## src/rtl/tlb_op_ctrl.sv

```systemverilog
// Sequencer for TLBP/TLBR/TLBWI/TLBWR retiring in WB: drives TLB search/read/write
// ports, issues CP0 update strobes, requests refetch and maintains CP0 Random.
module tlb_op_ctrl #(
   parameter int TLBNUM = 16,
   parameter int IDX_W  = 4
) (
   input  logic             clk,
   input  logic             resetn,
   input  logic             op_valid,
   input  logic [1:0]       op_type,
   input  logic [31:0]      op_pc,
   output logic             op_ready,
   input  logic             flush,
   output logic             busy,
   input  logic [18:0]      c0_vpn2,
   input  logic [7:0]       c0_asid,
   input  logic [IDX_W-1:0] c0_index,
   input  logic [IDX_W-1:0] c0_wired,
   output logic [18:0]      s_vpn2,
   output logic [7:0]       s_asid,
   input  logic             s_found,
   input  logic [IDX_W-1:0] s_index,
   output logic             tlbp_wen,
   output logic             tlbp_found,
   output logic [IDX_W-1:0] tlbp_index,
   output logic [IDX_W-1:0] r_index,
   output logic             tlbr_wen,
   output logic             we,
   output logic [IDX_W-1:0] w_index,
   output logic [IDX_W-1:0] c0_random,
   output logic             refetch_valid,
   output logic [31:0]      refetch_pc
);

   localparam logic [IDX_W-1:0] RAND_TOP = IDX_W'(TLBNUM - 1);

   localparam logic [1:0] OP_TLBP  = 2'b00;
   localparam logic [1:0] OP_TLBR  = 2'b01;
   localparam logic [1:0] OP_TLBWI = 2'b10;
   localparam logic [1:0] OP_TLBWR = 2'b11;

   typedef enum logic [2:0] {
      S_IDLE, S_PROBE, S_PWB, S_READ, S_RWB, S_WRITE, S_REFETCH
   } state_t;

   state_t state, state_nxt;
   logic   accept;

   assign accept = op_valid && op_ready;

   // The search port is shared, so the key always follows EntryHi.
   assign s_vpn2 = c0_vpn2;
   assign s_asid = c0_asid;

   always_ff @(posedge clk or negedge resetn) begin
      if (!resetn) state <= S_IDLE;
      else         state <= state_nxt;
   end

   always_comb begin
      state_nxt = state;
      if (flush) begin
         state_nxt = S_IDLE;
      end else begin
         case (state)
            S_IDLE: begin
               if (accept) begin
                  case (op_type)
                     OP_TLBP: state_nxt = S_PROBE;
                     OP_TLBR: state_nxt = S_READ;
                     default: state_nxt = S_WRITE;
                  endcase
               end
            end
            S_PROBE:   state_nxt = S_PWB;
            S_PWB:     state_nxt = S_IDLE;
            S_READ:    state_nxt = S_RWB;
            S_RWB:     state_nxt = S_REFETCH;
            S_WRITE:   state_nxt = S_REFETCH;
            S_REFETCH: state_nxt = S_IDLE;
            default:   state_nxt = S_IDLE;
         endcase
      end
   end

   // Strobes are pure state decodes so an async reset kills them immediately.
   always_comb begin
      op_ready      = (state == S_IDLE) && !flush;
      busy          = (state != S_IDLE);
      tlbp_wen      = (state == S_PWB)     && !flush;
      tlbr_wen      = (state == S_RWB)     && !flush;
      we            = (state == S_WRITE)   && !flush;
      refetch_valid = (state == S_REFETCH) && !flush;
   end

   always_ff @(posedge clk or negedge resetn) begin
      if (!resetn) begin
         tlbp_found <= 1'b0;
         tlbp_index <= '0;
      end else if (state == S_PROBE) begin
         tlbp_found <= s_found;
         tlbp_index <= s_index;
      end
   end

   // Indices and return PC are latched at accept and held through the op.
   always_ff @(posedge clk or negedge resetn) begin
      if (!resetn) begin
         r_index    <= '0;
         w_index    <= '0;
         refetch_pc <= '0;
      end else if (accept) begin
         if (op_type == OP_TLBR)  r_index <= c0_index;
         if (op_type == OP_TLBWI) w_index <= c0_index;
         if (op_type == OP_TLBWR) w_index <= c0_random;
         if (op_type != OP_TLBP)  refetch_pc <= op_pc + 32'd4;
      end
   end

   always_ff @(posedge clk or negedge resetn) begin
      if (!resetn)                   c0_random <= RAND_TOP;
      else if (c0_random <= c0_wired) c0_random <= RAND_TOP;
      else                           c0_random <= c0_random - 1'b1;
   end

endmodule
```

## config.mk

```make
export PLATFORM = sky130hd
export DESIGN_NAME = tlb_op_ctrl
export DESIGN_NICKNAME = d
export VERILOG_FILES = /design/src/rtl/tlb_op_ctrl.sv
export SDC_FILE = /design/constraint.sdc
export NUM_CORES = 1
export LEC_CHECK = 0
export CORE_MARGIN = 2
export CORE_UTILIZATION = 36
export DETAILED_ROUTE_END_ITERATION = 8
export PLACE_DENSITY = 0.81
export SLEW_MARGIN = 0
export SYNTH_ARGS = -nofsm -noshare
export SYNTH_HDL_FRONTEND = slang
export SYNTH_SLANG_ARGS = --single-unit
```

## constraint.sdc

```tcl
create_clock -name clk -period 1.85 [get_ports clk]
set_input_delay 0.4625 -clock clk [delete_from_list [all_inputs] [get_ports clk]]
set_output_delay 0.4625 -clock clk [all_outputs]
set_load 0.005 [all_outputs]
```

==> results of run 1 <==
[through the flow]
stage                     instance area, sq um  worst slack (ns)  instances
after global routing                      4880            -0.142        582
after global placement                    4370            -0.635        540
after floorplan                           3050           -0.0411        317
after CTS                                 4720           -0.0877        574
final                                     4880           -0.0984        582
after detailed placement                  4370            -0.726        540
[cells in the final DEF (no fill, tap or decap), drive strengths merged, types with 14 or more instances in the layout]
cell type,count
buf,100
clkdlybuf4s50,73
dfrtp,48
nand2,40
nand3,19
clkbuf,17
o21ai,16
or4,16
o211ai,14
[sequential cells by signal, summed over array words and instances, names as in the netlist]
name / count
r_index: 4
c0_random: 4
w_index: 4
tlbp_index: 4
tlbp_found: 1
state: 3
refetch_pc: 32
[metal layers]
layer	vias to the layer above	routed length, microns	global-route usage [%]
met5	-	0	0
met4	0	197	5.83
met3	22	684	4.58
met2	141	5120	38.0
met1	1480	3840	24.0
li1	1443	-	-
[how the worst min path moves through the flow]
stage               slack (ns)  startpoint             to
finish                    0.10      resetn  tlbp_index[0]
global route              0.13      resetn  tlbp_index[0]
CTS                       0.11      resetn  tlbp_index[0]
detailed placement        0.45      resetn  tlbp_index[0]
global placement          0.44      resetn  tlbp_index[0]
floorplan                 0.17      resetn     r_index[0]
[logic make-up (layout without fill, tap and decap cells)]
logic type,Yosys count,in the layout,synth area share (%)
DFF,52,52,43.4
buffers and inverters,51,209,10.6
adders and majority gates,6,6,2.50
AOI/OAI and AO/OA,49,50,10.6
xor gates and xnor gates,16,16,4.66
and+or+nand+nor,130,131,23.5
muxes,13,13,4.70
[final cells by class]
class,count,area share (%)
timing repair buffer,193,36.2
multi-input combinational,216,31.1
sequential,52,26.9
tap,105,2.69
clock buffer,7,1.97
clock inverter,1,0.616
inverter,8,0.616
[repair_timing]
item,in CTS,in global routing
setup endpoints to repair,43,33
pin swaps,18,21
cloned,2,3
setup buffers,24,7
gates resized for setup,68,58
[power groups by stage]
| stage | registers, mW | clock network [mW] | logic (mW) |
|---|---|---|---|
| 2_1_floorplan | 1.79 | 0 | 0.580 |
| 4_1_cts | 1.75 | 0.877 | 1.85 |
| 3_3_place_gp | 1.80 | 0 | 1.65 |
| 5_1_grt | 1.80 | 0.940 | 2.07 |
| 3_5_place_dp | 1.82 | 0 | 1.71 |
| 6_report | 1.76 | 0.868 | 1.90 |
==> impl_metrics.tcl, run 1 <==
set metrics [dict create \
    synthTopCellsByCount "dfrtp_1 (48), nand2_1 (40), buf_4 (29), nand3_1 (19), o21ai_0 (16)" \
    cts_root_buffer "clkbuf_8" \
    rows 33 \
    ioPinCount 160 \
    fin_crit_ns 1.95 \
    cts-buffers-inserted 5 \
    synthArstFlopShare_pct 100 \
    final_hold_viol_count 0 \
    yosysSeqAreaShare_pct 43.4 \
    critPathBufInv 2 \
    via_count 3086 \
    cts_sinks 52 \
    final-max-slew-violation-count 0 \
    track_usage_pct 20.6 \
    critPathLaunch "state[2]" \
    synth_top_area_share_pct 39.9 \
    switching_share_pct 29.5 \
    avgRoutedWirePerCell_microns 16.9 \
    required_ns 2.10 \
    drtPass1Iterations 4 \
    synth_area_sq_mm 0.00301 \
    relSlewSlack_pct 66.9 \
    drtIter0Drc 125 \
    end_kind "flop" \
    synthToLayoutAreaGrowth_pct 62.2 \
    hold_class "in2async" \
    finalSetupViolations 5 \
    synth-edff-count 0 \
    worst_ir_drop_vdd_uv 455 \
    multi_input_area_sq_mm 0.00152 \
    insertion_delay_ns 0.31 \
    synth_top_cell_by_area "dfrtp_1" \
    power_mw 4.53 \
    final_util_pct 59.7 \
    setup_tns_ns -0.215 \
    dp_hpwl_microns 6650 \
    grt_pass1_wl_microns 14700 \
    path_clk_slew_ns 0.10 \
    cts.hold.buffers_added 0 \
    r2r-end "refetch_pc[21]" \
    clockPowerShare_pct 19.2 \
    power_frac_seq_pct 38.9 \
    design.core.area_sq_mm 0.00818 \
    max_stage_delay_ns 0.57 \
    diodes 0 \
    critPathKind "reg2reg" \
    ant_nets 0 \
    syn_avg_cell_area_sq_um 9.49 \
    synth_fp_nets 401 \
    dieArea_sq_mm 0.00910 \
    leakagePower_nw 2.13 \
    status "complete, but fails checks" \
    yosysMostFrequentCell "dfrtp_1" \
    tightest_slew_ns 0.496 \
    switchingPower_mw 1.33 \
    cp_cell_sequence "buf_6 > nor4_4 > buf_4 > o211ai_4 > or4_1 > nand3_1" \
    ys_ff_latch 52 \
    cts_buffer_depth 2 \
    first_global_vias 3073 \
    hold_slack_ns 0.105 \
    critPathTopFamily "simple AND/OR/NAND/NOR gates" \
    cp_slowest_cell "or4_1" \
    grt_max_degree 33 \
    gr-total-overflow 0 \
    arrival_ns 2.19 \
    maxCapViolations 0 \
    drive_gt1_share_pct 32.5 \
    die_w_microns 95.4 \
    routed_wl_microns 9840 \
    r2r_start "state[2]" \
    viasPerCell 5.30 \
    drc_errors 0 \
    violations "setup timing" \
    finalWorstSetupSlack_ns -0.0984 \
    grt_antenna_before_repair 0 \
    synthCells 317 \
    nFillCells 666 \
    rsz0062_at_grt "yes" \
    fmax_mhz 513 \
    port_buffers 105 \
    synth_area_leaders "dfrtp_1 (40%), buf_4 (7.2%), nand2_1 (5.0%), or4_1 (3.7%), dfstp_2 (3.5%)" \
    worstSetupPathDepth 6 \
    intPower_mw 3.19 \
    cts_tree "built" \
    htreeDepth 2 \
    comb_power_share_pct 41.9 \
    yosys_warnings 0 \
    regToRegSetupSlack_ns -0.1 \
    p_per_area_mw_per_mm2 928 \
    seqCellArea_sq_mm 0.00131 \
    crit_fanout 7 \
    die_h_microns 95.4 \
    gp_congestion 0.943 \
    fin_nets 560 \
    initial_core_util_pct 36.8 \
    worstSetupEndpoint "refetch_pc[21]" \
    ys.flop_type "dfrtp_1" \
    fin_skew_ns 0.00908 \
    fin_crit_sh_pct 105 \
    cp-start-kind "flop" \
    r2r_cells 6 \
    netlist-cell-type-count 40 \
]
No activity file was read; power rests on OpenSTA's default activity.
==> run 2, diff against run 1 <==
==> constraint.sdc (replaced) <==
create_clock -name clk -period 1.68 [get_ports clk]
set_input_delay 0.42 -clock clk [delete_from_list [all_inputs] [get_ports clk]]
set_output_delay 0.42 -clock clk [all_outputs]
set_load 0.005 [all_outputs]
==> run 2 against run 1 <==
Against the previous run:
- die area stayed put
- power is 12% higher
- clock-buffer cell count is 1 higher
- critical path depth stayed put
- the flow still finishes with violations (setup timing)
==> impl_metrics.tcl, run 2 (synthesized netlist as in run 1, its figures left out) <==
set metrics [dict create \
    status "complete, but fails checks" \
    violations "setup timing" \
    end_kind "flop" \
    dp_cells 545 \
    dp_slack_ns -0.843 \
    r2r_start "state[0]" \
    tightest_slew_ns 0.440 \
    cts_root_buffer "clkbuf_8" \
    diodes 0 \
    grt_max_degree 32 \
    path_clk_slew_ns 0.10 \
    final-max-slew-violation-count 0 \
    cp-start-kind "flop" \
    met3_usage_pct 4.82 \
    fin_nets 573 \
    required_ns 1.93 \
    gp_congestion 0.832 \
    fin_crit_ns 1.90 \
    drtIter0Drc 126 \
    initial_core_util_pct 36.8 \
    critPathKind "reg2reg" \
    synthToLayoutAreaGrowth_pct 72.3 \
    met2_usage_pct 39.2 \
    use_met1_pct 24.8 \
    viasPerCell 5.37 \
    fin_skew_ns 0.0122 \
    rsz0062_at_grt "yes" \
    routed_wl_microns 10400 \
    via_count 3194 \
    busiest_layer "met2" \
    final_common_cell "buf_4" \
    finalSetupViolations 42 \
    dp_hpwl_microns 6550 \
    final_cell_count_no_fill 595 \
    insertion_delay_ns 0.31 \
    track_usage_pct 21.8 \
    worst_ir_drop_vdd_uv 475 \
    largest_reg_flops 32 \
    die_h_microns 95.4 \
    maxCapViolations 0 \
    finish.instance_area_sq_mm 0.00518 \
    relSlewSlack_pct 70.7 \
    grt_antenna_before_repair 0 \
    cts-buffers-inserted 5 \
    placed_area_sq_mm 0.00443 \
    die_w_microns 95.4 \
    cts_buffer_depth 2 \
    cts_tree "built" \
    ant_nets 0 \
    power_mw 5.07 \
    crit_fanout 6 \
    htreeDepth 2 \
    final_hold_viol_count 0 \
    setup_tns_ns -4.84 \
    drc_errors 0 \
    layout_common_cells "buf_4 (71), clkdlybuf4s50_1 (66), dfrtp_1 (45)" \
    cts_sinks 52 \
    port_buffers 105 \
    drtPass1Iterations 4 \
    first_global_vias 3221 \
    gr-total-overflow 0 \
    leakagePower_nw 2.31 \
    avgRoutedWirePerCell_microns 17.5 \
    r2r-end "refetch_pc[25]" \
    finalWorstSetupSlack_ns -0.223 \
    top_register "refetch_pc" \
    p_per_area_mw_per_mm2 979 \
    design.core.area_sq_mm 0.00818 \
    arrival_ns 2.16 \
    fmax_mhz 525 \
    regToRegSetupSlack_ns -0.22 \
    dieArea_sq_mm 0.00910 \
    hold_class "in2async" \
    grt_pass1_wl_microns 15600 \
    drive_gt1_share_pct 39.4 \
    ioPinCount 160 \
    rows 33 \
    r2r_cells 6 \
    fin_crit_sh_pct 113 \
]
[run 2: changes by cell type in the layout (fill, tap and decap cells not counted), sizes merged]
cell           previous run  this run
buf                     100       121
clkbuf                   17        10
clkdlybuf4s50            73        66
dlygate4sd2               0         5
dlymetal6s2s              8        11
bufinv                    1         0
clkdlybuf4s15             2         1
[run 2: report_power, final]
group	total, mW	internal [mW]	switching, mW
clock network	0.757	0.338	0.419
registers	1.99	1.69	0.303
logic	2.32	1.46	0.858
[run 2: final cells by class]
cell class	count	area (sq um)
Tap cell	105	131
Multi-Input combinational cell	216	1650
Inverter	8	30.0
Sequential cell	52	1310
Clock buffer	8	90.1
Timing Repair Buffer	206	1970
Fill cell	634	2990
[run 2: what timing repair did]
action / CTS / global route
setup buffers: 29 / 8
gates cloned: 5 / 3
hold buffers: 0 / 0
resized for setup: 133 / 77
pin swaps: 25 / 22
endpoints found under the setup margin: 52 / 53
[run 2: layer usage]
metal  wire length [microns]  share of wire (%)
met4                     351                3.4
met1                    4100                 39
met3                     605                5.8
met5                       0                  0
met2                    5330                 51
[run 2: worst max path at each step]
stage / startpoint / endpoint
4_1_cts: state[0] / refetch_pc[25]
3_5_place_dp: op_pc[5] / refetch_pc[31]
3_3_place_gp: op_pc[5] / refetch_pc[31]
5_1_grt: state[0] / refetch_pc[25]
6_report: state[0] / refetch_pc[25]
2_1_floorplan: op_pc[3] / refetch_pc[24]
[run 2: through the flow]
stage | util (%) | hold WS (ns)
2_1_floorplan | - | 0.124
3_3_place_gp | 54.2 | 0.383
3_5_place_dp | 54.2 | 0.384
4_1_cts | 59.9 | 0.0502
5_1_grt | 63.4 | 0.0579
6_report | 63.4 | 0.0339
[run 2: critical path, stage by stage (launching register included)]
cell	delay, ns
dfrtp_2	0.43
buf_6	0.12
nor4_4	0.35
buf_6	0.19
o211ai_4	0.10
or4_1	0.56
nand3_1	0.10
